===== src/rtl/post_add_out_stage_if.sv =====
// Result stream between post-adder, output stage and consumer.
//   valid / ready : transfer handshake (transfer when both high)
//   data          : result word
//   carry         : carry (add) / borrow (subtract) of the word
//   sub           : operation that produced the word (1 = subtract)
// master drives valid/data/carry/sub, slave drives ready.
interface post_add_out_stage_if #(
  parameter int unsigned WIDTH = 48
) ();
  logic             valid;
  logic             ready;
  logic [WIDTH-1:0] data;
  logic             carry;
  logic             sub;

  modport master (output valid, output data, output carry, output sub, input ready);
  modport slave  (input valid, input data, input carry, input sub, output ready);
endinterface


===== src/rtl/post_add_out_stage.sv =====
// Output register stage behind the post-adder/subtracter.
// Captures {carry, result} words into a 2-entry skid buffer and presents the head entry
// downstream with a valid/ready handshake. Also keeps a feedback copy of the last accepted
// word for the accumulate path and a sticky carry/borrow flag.
//
// Ports:
//   clk       clock, all state on rising edge
//   rst_n     asynchronous active-low reset
//   rstp      synchronous datapath reset, wins over cep
//   cep       clock enable; 0 freezes all state and blocks both handshakes
//   up        slave stream from post-adder (valid, ready, data=P_IN, carry=CO_IN, sub=OPSUB)
//   dn        master stream to consumer (valid, ready, data=P, carry=CARRYOUT, sub=head opsub)
//   pcout     cascade copy of P
//   carryoutf fabric copy of CARRYOUT
//   p_fb      last accepted (possibly saturated) word
//   ovf       sticky: some accepted word had carry set
//
// Build option: define P_STAGE_SAT_EN to saturate accepted words whose carry is set
// (add -> all ones, subtract -> all zeros). Without it the wrapped word is stored as is.
module post_add_out_stage #(
  parameter int unsigned WIDTH = 48
) (
  input  logic                 clk,
  input  logic                 rst_n,
  input  logic                 rstp,
  input  logic                 cep,
  post_add_out_stage_if.slave  up,
  post_add_out_stage_if.master dn,
  output logic [WIDTH-1:0]     pcout,
  output logic                 carryoutf,
  output logic [WIDTH-1:0]     p_fb,
  output logic                 ovf
);

  typedef struct packed {
    logic [WIDTH-1:0] data;
    logic             carry;
    logic             sub;
  } entry_t;

  typedef enum logic [1:0] {StEmpty, StOne, StTwo} state_e;

  state_e           state_q, state_d;
  entry_t           head_q, tail_q;
  entry_t           in_entry;
  logic [WIDTH-1:0] stored_data;
  logic [WIDTH-1:0] fb_q;
  logic             ovf_q;
  logic             in_ready, out_valid;
  logic             push, pop;

  // Value actually written into the buffer and the feedback register.
  always_comb begin
    stored_data = up.data;
`ifdef P_STAGE_SAT_EN
    if (up.carry) begin
      stored_data = up.sub ? '0 : '1;
    end
`endif
  end

  assign in_entry = '{data: stored_data, carry: up.carry, sub: up.sub};

  assign push = up.valid & in_ready;
  assign pop  = out_valid & dn.ready;

  // FSM: state register
  always_ff @(posedge clk or negedge rst_n) begin
    if (!rst_n) begin
      state_q <= StEmpty;
    end else begin
      state_q <= state_d;
    end
  end

  // FSM: next state. push/pop are already qualified by cep.
  always_comb begin
    state_d = state_q;
    if (rstp) begin
      state_d = StEmpty;
    end else begin
      unique case (state_q)
        StEmpty: if (push) state_d = StOne;
        StOne: begin
          if (push && !pop) begin
            state_d = StTwo;
          end else if (pop && !push) begin
            state_d = StEmpty;
          end
        end
        StTwo:   if (pop) state_d = StOne;
        default: state_d = StEmpty;
      endcase
    end
  end

  // FSM: outputs
  always_comb begin
    in_ready  = cep && (state_q != StTwo);
    out_valid = cep && (state_q != StEmpty);
  end

  // Buffer entries, feedback word and sticky flag.
  always_ff @(posedge clk or negedge rst_n) begin
    if (!rst_n) begin
      head_q <= '0;
      tail_q <= '0;
      fb_q   <= '0;
      ovf_q  <= 1'b0;
    end else if (rstp) begin
      head_q <= '0;
      tail_q <= '0;
      fb_q   <= '0;
      ovf_q  <= 1'b0;
    end else begin
      unique case (state_q)
        StEmpty: if (push) head_q <= in_entry;
        StOne: begin
          // With a simultaneous pop the new word goes straight to the head.
          if (push && pop) begin
            head_q <= in_entry;
          end else if (push) begin
            tail_q <= in_entry;
          end
        end
        StTwo:   if (pop) head_q <= tail_q;
        default: ;
      endcase
      if (push) begin
        fb_q  <= stored_data;
        ovf_q <= ovf_q | up.carry;
      end
    end
  end

  // Head register is left untouched when the buffer drains, so P/CARRYOUT hold.
  assign up.ready  = in_ready;
  assign dn.valid  = out_valid;
  assign dn.data   = head_q.data;
  assign dn.carry  = head_q.carry;
  assign dn.sub    = head_q.sub;
  assign pcout     = head_q.data;
  assign carryoutf = head_q.carry;
  assign p_fb      = fb_q;
  assign ovf       = ovf_q;

endmodule

===== src/flat_wrapper.sv =====
// flat-port wrapper written by rule: the top's interface ports become plain ports
module post_add_out_stage_flat 
#(
  parameter int unsigned WIDTH = 48
)
  (clk, rst_n, rstp, cep, pcout, carryoutf, p_fb, ovf, up_valid, up_data, up_carry, up_sub, up_ready, dn_valid, dn_data, dn_carry, dn_sub, dn_ready);
  post_add_out_stage_if #(.WIDTH(WIDTH)) up_i ();
  post_add_out_stage_if #(.WIDTH(WIDTH)) dn_i ();
  input  logic clk;
  input  logic rst_n;
  input  logic rstp;
  input  logic cep;
  output logic [WIDTH-1:0] pcout;
  output logic carryoutf;
  output logic [WIDTH-1:0] p_fb;
  output logic ovf;
  input wire logic [$bits(up_i.valid)-1:0] up_valid;
  input wire logic [$bits(up_i.data)-1:0] up_data;
  input wire logic [$bits(up_i.carry)-1:0] up_carry;
  input wire logic [$bits(up_i.sub)-1:0] up_sub;
  output wire logic [$bits(up_i.ready)-1:0] up_ready;
  output wire logic [$bits(dn_i.valid)-1:0] dn_valid;
  output wire logic [$bits(dn_i.data)-1:0] dn_data;
  output wire logic [$bits(dn_i.carry)-1:0] dn_carry;
  output wire logic [$bits(dn_i.sub)-1:0] dn_sub;
  input wire logic [$bits(dn_i.ready)-1:0] dn_ready;
  assign up_i.valid = up_valid;
  assign up_i.data = up_data;
  assign up_i.carry = up_carry;
  assign up_i.sub = up_sub;
  assign up_ready = up_i.ready;
  assign dn_valid = dn_i.valid;
  assign dn_data = dn_i.data;
  assign dn_carry = dn_i.carry;
  assign dn_sub = dn_i.sub;
  assign dn_i.ready = dn_ready;
  post_add_out_stage #(.WIDTH(WIDTH)) u_core (.clk(clk), .rst_n(rst_n), .rstp(rstp), .cep(cep), .up(up_i), .dn(dn_i), .pcout(pcout), .carryoutf(carryoutf), .p_fb(p_fb), .ovf(ovf));
endmodule

===== config.mk =====
export PLATFORM = sky130hd
export DESIGN_NAME = post_add_out_stage_flat
export DESIGN_NICKNAME = d
export VERILOG_FILES = /design/src/rtl/post_add_out_stage_if.sv /design/src/rtl/post_add_out_stage.sv /design/src/flat_wrapper.sv
export SDC_FILE = /design/constraint.sdc
export NUM_CORES = 1
export LEC_CHECK = 0
export ABC_AREA = 1
export CORE_MARGIN = 10
export CORE_UTILIZATION = 39
export CTS_BUF_LIST = sky130_fd_sc_hd__clkbuf_4
export DETAILED_ROUTE_END_ITERATION = 8
export GPL_TIMING_DRIVEN = 0
export PLACE_DENSITY = 0.68
export SLEW_MARGIN = 20
export SYNTH_ARGS = -nofsm -noshare
export SYNTH_HDL_FRONTEND = slang
export SYNTH_SLANG_ARGS = --single-unit

===== constraint.sdc =====
create_clock -name clk -period 4.6 [get_ports clk]
set_clock_uncertainty 0.15 [all_clocks]
set_input_delay 0.92 -clock clk [delete_from_list [all_inputs] [get_ports clk]]
set_output_delay 0.92 -clock clk [all_outputs]
set_load 0.1 [all_outputs]

* Word-level counts from Yosys, hierarchy flattened *
Cells that the tools add are included.

operators by class
  eq/ne operators = 8
  muxes and demuxes = 18
  bitwise gates (word level) = 3
  reductions and logical operators = 15

operators with widths
  operator                                                number
  2-to-1 mux 50 bit                                       7
  one-hot mux 50 bit (3 select lines)                     1
  2-to-1 mux 48 bit                                       2
  2-to-1 mux 2 bit                                        5
  inequality test 3 x 2 -> 1 bit (second input constant)  3
  one-hot mux 2 bit (3 select lines)                      1
  AND reduction 3 bit                                     2
  nonzero test 2 bit                                      3
  logical AND 1 bit                                       5
  inequality test 2 bit (second input constant)           2
  inequality test 4 x 2 -> 1 bit (second input constant)  1
  AND reduction 4 bit                                     1
  nonzero test 4 bit                                      1
  bitwise AND 1 bit                                       2
  == test 2 x 1 -> 1 bit (second input constant)          1
  == test 2 bit (second input constant)                   1
  logical NOT 1 bit                                       2
  logical NOT 2 bit                                       1
  2-to-1 mux 1 bit                                        2
  bitwise OR 1 bit                                        1

word-level totals
  flip-flop bits (word level) = 151
  bits of input ports = 56
  word-level logic and storage cells = 53

* Logic depth before layout (Yosys ltp) *
Gate-level depths: netlist of run 1.

  depth in word-level cells = 9
  gate-level depth with buffers = 12

* Least setup slack after synthesis of run 1 *
OpenSTA, ideal clock, no wires.

  path kind = input to output
  start point = in cep
  end point = out dn_valid
  arrival = 2.414 ns
  required time = 3.530 ns
  path slack = 1.116 ns
  cell stages on the path = 2
  buffers on the path = 0
  path through = inv_1 -> a21oi_1

between the ends
  longest elaborated chain between the ends = 1

ends and longest elaborated chain
  what                line                       source
  start: declaration  flat_wrapper.sv:12         input logic cep;
  logical AND 1 bit   post_add_out_stage.sv:100  out_valid = cep && (state_q != StEmpty);
  end: declaration    flat_wrapper.sv:22         output wire logic [$bits(dn_i.valid)-1:0] dn_valid;

No other way between the ends.

* Worst setup path in the final report of run 1 *
Ends and elaborated chain as after synthesis.

==> results of run 1 <==
-- sequential cells by signal, summed over array words and instances (netlist names) --
signal,cells
u_core.carryoutf,1
u_core.tail_q,50
u_core.dn.data,48
u_core.p_fb,48
u_core.ovf,1
u_core.dn.sub,1
u_core.state_q,2
-- final timing paths --
path	to	slack (ps)
max	dn_valid	710
min	u_core.dn.data[45]$_DFFE_PN0P_	140
max reg2reg	u_core.tail_q[11]$_DFFE_PN0P_	1630
min reg2reg	u_core.tail_q[1]$_DFFE_PN0P_	330
max in group asynchronous	u_core.p_fb[26]$_DFFE_PN0P_	3350
min in group clk	u_core.tail_q[1]$_DFFE_PN0P_	330
-- layer usage --
metal  share of wire [%]  vias to the layer above  wire (um)  global-route usage (%)
met5                   0                        -          0                       0
li1                    -                     3241          -                       -
met1                  43                     3274      10300                    25.3
met4                 1.9                        0        452                    6.39
met3                 9.6                       26       2290                    7.13
met2                  46                      275      11000                    30.4
-- per-stage QoR --
step	cell area [um^2]	hold WS, ps	setup TNS [ps]	worst slack [ps]	power, mW
6_report	9730	140	0	709	5.04
5_1_grt	9730	145	0	649	5.23
4_1_cts	9730	134	0	704	5.07
3_5_place_dp	9450	302	0	717	4.24
3_3_place_gp	9420	301	-587000	-3900	4.22
2_1_floorplan	7080	283	0	1120	3.57
-- power groups by stage --
stage               combinational (mW)  sequential, mW  clock, mW
floorplan                         1.14            2.42          0
CTS                               2.65            1.57      0.856
global route                      2.73            1.59      0.906
finish                            2.63            1.57      0.839
global placement                  2.63            1.59          0
detailed placement                2.64            1.59          0
-- cell usage in the layout (no fill, tap or decap), drive strengths merged --
master,Yosys,routed
a21oi,50,50
buf,91,93
bufinv,0,2
clkbuf,24,44
clkdlybuf4s50,0,204
clkinv,0,2
clkinvlp,0,7
dfrtp,151,151
diode,0,1
ha,2,2
inv,10,11
nand2,260,260
nand3,105,105
nand3b,2,2
nand4,52,52
nor2,57,57
o21ai,49,49
-- cell families after synthesis --
| kind of cell | synth area share (%) |
|---|---|
| DFF | 53.4 |
| buffers and inverters | 9.85 |
| adders and majority gates | 0.354 |
| and+or+nand+nor | 29.4 |
| AOI/OAI and AO/OA | 7.00 |
-- final cells by class --
cell class / instances / area, um^2 / share of cell area (%)
sequential: 151 / 3780 / 38.8
multi-input combinational: 577 / 2600 / 26.7
timing repair buffer: 206 / 2080 / 21.4
buffer: 115 / 659 / 6.78
tap: 229 / 287 / 2.94
clock buffer: 20 / 150 / 1.54
clock inverter: 12 / 129 / 1.32
inverter: 10 / 37.5 / 0.386
antenna: 1 / 2.50 / 0.0257
-- critical path, stage by stage --
cell and delay, ps:
clkdlybuf4s50_1 520, inv_1 70, a21oi_1 120, clkdlybuf4s50_1 1190
==> out/metrics.csv, run 1 <==
stage,metric,value,unit
sta,fmax,257,MHz
global_route,antenna_found_initial,1,
power,p_leak,4.81,nW
routing,wl_per_cell,18.1,um
global_route,grt_pass1_vias,6731,
synth,synth-warning-count,0,
placement,portBuffers,205,
synth,synth_top_area_share,53.4,%
layout,drive_gt1_share,11.5,%
job,cap_viol_max_count,0,
clock_tree,cts_buffers,17,
synth,yosys.area.top_type,dfrtp_1,
clock_tree,ctsResizeCount,0,
power,sequentialPowerShare,31.1,%
synth,syn_area_per_cell,8.30,um^2
routing,num_vias,6816,
synth,synth_seq_area_share,53.4,%
routing,dr.pass1.iters,4,
sta,slew_viol_final,0,
layout,syn_to_final_growth,37.5,%
clock_tree,cts_tree,built,
sta,hold_viol,0,
synth,synth.most_common_cell,nand2_1,
die,core_area,17900,um^2
sta,rsz0062_at_grt,no,
die,start_util,39.5,%
sta,worst_pin_slew,1050,ps
placement,gp_congestion,0.793,
routing,drt_iter0_markers,464,
routing,drc,0,
die,dieArea,23900,um^2
die,rows,49,
clock_tree,post_cts_buffers,0,
power,power_density,518,nW/um^2
clock_tree,htreeDepth,4,
power,p_int,2.41,mW
synth,synth_nets,911,
setup_path,path_max_fanout,3,
synth,synthFlopType,dfrtp_1,
synth,ys_ff_latch,151,
synth,synthTopCellsByArea,"dfrtp_1, nand2_1, nand3_1",
synth,async_flop_share,100,%
power,vdd_drop_max,0.000317,V
die,num_io_pins,206,
synth,synthTopCellsByCount,"nand2_1, dfrtp_1, nand3_1",
clock_tree,hold_buffers,0,
synth,ys_types,19,
clock_tree,cts_buffer_depth,2,
worst_hold_path,hold_class,in -> async,
sta,finalCritPeriodShare,84.6,%
synth,syn_area,7080,um^2
global_route,grt_max_degree,78,
setup_path,arrival,2820,ps
sta,period_needed,3890,ps
clock_tree,cts_root_buffer,clkbuf_4,
sta,relSlewSlack,29.5,%
setup_path,worst_ep_required_time,3530,ps
layout,fillers,1720,
global_route,grt.total_usage,19.8,%
die,dieHeight,155,um
power,combPwrFrac,52.2,%
setup_path,r2r_start,u_core.state_q[0]$_DFFE_PN0P_,
setup_path,worstSetupStartpointType,input port,
routing,drt_wl_total,24.0,mm
placement,dp_cells,1288,
sta,setup_viol,0,
status,status,completed,
die,fp.dieW,155,um
layout,fin_util,54.3,%
layout,layout.nets,1136,
setup_path,critPathLaunch,cep,
setup_path,critPathKind,in -> out,
placement,hpwl,16.9,mm
global_route,grt_overflow,0,
setup_path,worst_r2r_path_depth,12,
synth,synth_edf_count,0,
synth,netlist_instances,853,
global_route,grt_pass1_wl,38.1,mm
clock_tree,clkSinkCount,151,
power,p_sw,2.63,mW
routing,routed_via_density,5.16,
clock_tree,clk_pin_slew,140,ps
power,switching_share,52.2,%
clock_tree,insertion_delay,570,ps
layout,instances_no_fill,1321,
routing,final_antenna_net_count,0,
setup_path,cp-end-kind,output port,
power,clkPwrFrac,16.7,%
No activity file was read; power rests on OpenSTA's default activity.
==> run 2, diff against run 1 <==
==> constraint.sdc (replaced) <==
create_clock -name clk -period 3.79 [get_ports clk]
set_clock_uncertainty 0.15 [all_clocks]
set_input_delay 0.758 -clock clk [delete_from_list [all_inputs] [get_ports clk]]
set_output_delay 0.758 -clock clk [all_outputs]
set_load 0.1 [all_outputs]
==> run 2 against run 1 <==
Sequential cell count is the same. Clock power grew 20%. Hold slack gained 200 ps. Highest routed layer unchanged.
==> out/metrics.csv, run 2 (synthesis gave the netlist of run 1 again) <==
stage,metric,value,unit
routing,dr.pass1.iters,5,
die,num_io_pins,206,
global_route,grt.total_usage,19.8,%
die,start_util,39.5,%
status,status,completed,
global_route,antenna_found_initial,1,
layout,final_cell_mix,"nand2_1, clkdlybuf4s50_1, dfrtp_1, nand3_1, nor2_1",
power,clkPwrFrac,16.6,%
power,power_density,627,nW/um^2
power,switching_share,52.2,%
sta,fin_setup_tns,0,ps
setup_path,worst_ep_required_time,2880,ps
routing,routed_via_density,5.14,
sta,fmax,280,MHz
clock_tree,ctsResizeCount,0,
layout,fin_util,54.4,%
global_route,grt_overflow,0,
placement,portBuffers,205,
setup_path,worstSetupStartpointType,input port,
clock_tree,cts_buffers,17,
setup_path,critPathKind,in -> out,
layout,largest_reg_flops,50,
clock_tree,cts_tree,built,
die,dieHeight,155,um
layout,syn_to_final_growth,37.6,%
layout,layout_commonest_cell,nand2_1,
job,cap_viol_max_count,0,
setup_path,arrival,2660,ps
clock_tree,insertion_delay,570,ps
routing,drt_iter0_markers,471,
power,p_sw,3.19,mW
global_route,grt_max_degree,78,
worst_hold_path,hold_class,reg -> reg,
clock_tree,cts_root_buffer,clkbuf_4,
power,p_leak,4.82,nW
routing,drc,0,
clock_tree,cts_buffer_depth,2,
sta,hold_viol,0,
power,vdd_drop_max,0.000385,V
clock_tree,htreeDepth,4,
clock_tree,post_cts_buffers,0,
power,combPwrFrac,52.2,%
layout,layout.nets,1137,
power,sequentialPowerShare,31.2,%
sta,period_needed,3570,ps
clock_tree,clk_pin_slew,120,ps
layout,drive_gt1_share,11.4,%
layout,fillers,1719,
layout,top_register,u_core.tail_q,
sta,finalCritPeriodShare,94.2,%
sta,setup_viol,0,
sta,fin_ws,221,ps
placement,hpwl,16.9,mm
clock_tree,clkSinkCount,151,
setup_path,path_max_fanout,3,
global_route,grt_pass1_vias,6737,
setup_path,cp-end-kind,output port,
routing,wl_per_cell,18.1,um
power,p_int,2.92,mW
placement,dp_slack,215,ps
die,dieArea,23900,um^2
die,fp.dieW,155,um
global_route,grt_pass1_wl,38.1,mm
routing,final_antenna_net_count,0,
die,core_area,17900,um^2
sta,rsz0062_at_grt,no,
placement,gp_congestion,0.793,
routing,drt_wl_total,23.9,mm
die,rows,49,
sta,slew_viol_final,0,
routing,num_vias,6791,
sta,relSlewSlack,29.5,%
clock_tree,hold_buffers,1,
sta,worst_pin_slew,1050,ps
-- run 2: cell types whose count changed in the layout (fill, tap and decap cells not counted) --
| cell | previous run | this run |
|---|---|---|
| dlygate4sd3_1 | 0 | 1 |
-- run 2: final timing paths --
path | startpoint | slack [ps] | cells after the start | end
max | cep | 220 | 4 | dn_valid
min | u_core.tail_q[1]$_DFFE_PN0P_ | 340 | 2 | u_core.tail_q[1]$_DFFE_PN0P_
max reg2reg | u_core.state_q[0]$_DFFE_PN0P_ | 830 | 12 | u_core.tail_q[11]$_DFFE_PN0P_
min reg2reg | u_core.tail_q[1]$_DFFE_PN0P_ | 340 | 2 | u_core.tail_q[1]$_DFFE_PN0P_
max in group asynchronous | rst_n | 2120 | 3 | u_core.tail_q[21]$_DFFE_PN0P_
min in group asynchronous | rst_n | 570 | 2 | u_core.dn.data[45]$_DFFE_PN0P_
-- run 2: power by group through the flow --
stage | logic (mW) | clock network, mW | registers [mW]
final | 3.19 | 1.01 | 1.90
after global routing | 3.32 | 1.10 | 1.93
after CTS | 3.21 | 1.04 | 1.91
after detailed placement | 3.21 | 0 | 1.93
after global placement | 3.19 | 0 | 1.93
after floorplan | 1.38 | 0 | 2.94
-- run 2: metrics by stage --
stage / cells / power, mW / instance area, um^2 / hold WS (ps)
final: 1322 / 6.11 / 9740 / 336
after global routing: 1322 / 6.35 / 9740 / 352
after CTS: 1321 / 6.16 / 9740 / 332
after detailed placement: 1288 / 5.14 / 9450 / 302
after global placement: 1287 / 5.12 / 9420 / 301
after floorplan: 853 / 4.33 / 7080 / 283
-- run 2: per-layer routing --
| metal | up-vias | share of wire [%] | track usage (%) |
|---|---|---|---|
| li1 | 3243 | - | - |
| met1 | 3256 | 43 | 25.2 |
| met2 | 267 | 46 | 30.4 |
| met3 | 25 | 9.4 | 7.18 |
| met4 | 0 | 1.9 | 6.39 |
| met5 | - | 0 | 0 |
-- run 2: worst max-delay path, cell delays in order --
cell and delay, ps:
clkdlybuf4s50_1 520, inv_1 70, a21oi_1 120, clkdlybuf4s50_1 1190
-- run 2: layout make-up --
class / instances / area, um^2 / area share [%]
Clock buffer: 20 / 150 / 1.54
Sequential cell: 151 / 3780 / 38.8
Antenna cell: 1 / 2.50 / 0.0257
Inverter: 10 / 37.5 / 0.385
Multi-Input combinational cell: 577 / 2600 / 26.7
Tap cell: 229 / 287 / 2.94
Clock inverter: 12 / 129 / 1.32
Timing Repair Buffer: 207 / 2090 / 21.5
Buffer: 115 / 659 / 6.77
==> run 3, diff against run 2 <==
--- a/config.mk
+++ b/config.mk
@@ -6,9 +6,12 @@
 export NUM_CORES = 1
 export LEC_CHECK = 0
 export ABC_AREA = 1
+export CAP_MARGIN = 0
+export CORE_ASPECT_RATIO = 1.4
 export CORE_MARGIN = 10
 export CORE_UTILIZATION = 39
 export CTS_BUF_LIST = sky130_fd_sc_hd__clkbuf_4
+export CTS_CLUSTER_DIAMETER = 50
 export DETAILED_ROUTE_END_ITERATION = 8
 export GPL_TIMING_DRIVEN = 0
 export PLACE_DENSITY = 0.68
==> run 3 against run 2 <==
Non-clock buffer count unchanged. Worst setup slack worse by 73 ps. Power shrank 0.82%. Largest power group unchanged.
==> out/metrics.csv, run 3 (synthesis gave the netlist of run 1 again) <==
stage,metric,value,unit
status,status,completed,
layout,top_register,u_core.tail_q,
setup_path,worst_r2r_path_depth,11,
clock_tree,ctsResizeCount,0,
sta,fmax,275,MHz
power,p_sw,3.21,mW
placement,hpwl,17.3,mm
global_route,grt_pass1_vias,6755,
power,power_density,622,nW/um^2
layout,syn_to_final_growth,37.6,%
power,sequentialPowerShare,31.5,%
sta,rsz0062_at_grt,no,
placement,placed_cell_area,9460,um^2
routing,drc,0,
die,dieArea,24000,um^2
global_route,use_met3,4.97,%
setup_path,timing.rr.end,u_core.dn.data[14]$_DFFE_PN0P_,
global_route,grt.total_usage,19.5,%
die,fp.dieW,134,um
global_route,met1_usage,23.4,%
clock_tree,cts_buffer_depth,2,
sta,fin_ws,148,ps
setup_path,r2r_start,u_core.state_q[0]$_DFFE_PN0P_,
sta,relSlewSlack,28.5,%
sta,whs,335,ps
power,switching_share,53.0,%
setup_path,r2r_slack,950,ps
power,vdd_drop_max,0.000362,V
die,rows,58,
layout,final_cell_mix,"nand2_1, clkdlybuf4s50_1, dfrtp_1, nand3_1, nor2_1",
clock_tree,insertion_delay,550,ps
layout,layout_commonest_cell,nand2_1,
layout,instances_no_fill,1334,
setup_path,worst_ep_required_time,2880,ps
sta,period_needed,3640,ps
layout,stdcell_area,9740,um^2
global_route,antenna_found_initial,2,
power,combPwrFrac,52.7,%
setup_path,worstSetupStartpointType,input port,
routing,dr.pass1.iters,5,
global_route,grtUsageMet2,33.2,%
setup_path,arrival,2730,ps
routing,drt_iter0_markers,704,
die,dieHeight,179,um
global_route,top_usage_layer,met2,
global_route,grt_pass1_wl,37.3,mm
job,cap_viol_max_count,0,
layout,drive_gt1_share,11.4,%
clock_tree,cts_tree,built,
power,p_leak,4.81,nW
worst_hold_path,whs_endpoint,u_core.tail_q[1]$_DFFE_PN0P_,
power,p_int,2.85,mW
die,num_io_pins,206,
clock_tree,post_cts_buffers,0,
global_route,grt_max_degree,92,
die,core_area,17900,um^2
worst_hold_path,holdPathStages,2,
clock_tree,clkSinkCount,151,
setup_path,critPathKind,in -> out,
layout,fin_util,54.3,%
sta,setup_viol,0,
die,start_util,39.5,%
routing,wl_per_cell,18.0,um
routing,drt_wl_total,24.0,mm
sta,finalCritPeriodShare,96.1,%
setup_path,cp-end-kind,output port,
clock_tree,clk_pin_slew,140,ps
sta,hold_viol,0,
power,finalPower,6.06,mW
routing,num_vias,6759,
setup_path,path_max_fanout,3,
layout,layout.nets,1137,
global_route,grt_overflow,0,
routing,final_antenna_net_count,0,
clock_tree,cts_buffers,17,
sta,worst_pin_slew,1070,ps
placement,dp_slack,176,ps
worst_hold_path,min_from,u_core.tail_q[1]$_DFFE_PN0P_,
sta,slew_viol_final,0,
sta,fin_setup_tns,0,ps
placement,gp_congestion,0.848,
clock_tree,cts_root_buffer,clkbuf_4,
clock_tree,htreeDepth,4,
routing,routed_via_density,5.07,
placement,portBuffers,205,
layout,largest_reg_flops,50,
worst_hold_path,hold_class,reg -> reg,
power,clkPwrFrac,15.9,%
placement,dp_cells,1299,
[run 3: timing repair]
action	in CTS	in global routing
hold buffers	1	0
endpoints found under the hold margin	56	0
setup endpoints to repair	0	0
[run 3: how the worst max path moves through the flow]
| stage | start | end | cells past startpoint |
|---|---|---|---|
| finish | cep | dn_valid | 4 |
| global route | cep | dn_valid | 4 |
| CTS | cep | dn_valid | 4 |
| detailed placement | cep | dn_valid | 4 |
| global placement | rst_n | u_core.dn.data[20]$_DFFE_PN0P_ | 1 |
| floorplan | cep | dn_valid | 2 |
[run 3: worst max-delay path, stage by stage]
cell and delay [ps]:
clkdlybuf4s50_1 570, inv_1 80, a21oi_1 150, clkdlybuf4s50_1 1180
[run 3: power groups by stage]
| stage | combinational, mW | clock, mW | sequential, mW |
|---|---|---|---|
| floorplan | 1.38 | 0 | 2.94 |
| global placement | 3.19 | 0 | 1.94 |
| detailed placement | 3.21 | 0 | 1.94 |
| CTS | 3.21 | 0.978 | 1.91 |
| global route | 3.31 | 1.04 | 1.94 |
| finish | 3.19 | 0.961 | 1.91 |
[run 3: metal layers]
layer	up-vias	routed length (um)
met4	0	395
met3	27	1900
met5	-	0
li1	3251	-
met2	254	12000
met1	3227	9710
[run 3: layout make-up]
type                       count  area [um^2]
inverter                      10         37.5
clock buffer                  18          135
antenna                        2         5.00
fill                        1733         8190
clock inverter                14          126
buffer                       115          659
sequential                   151         3780
multi-input combinational    577         2600
timing repair buffer         207         2090
tap                          240          300
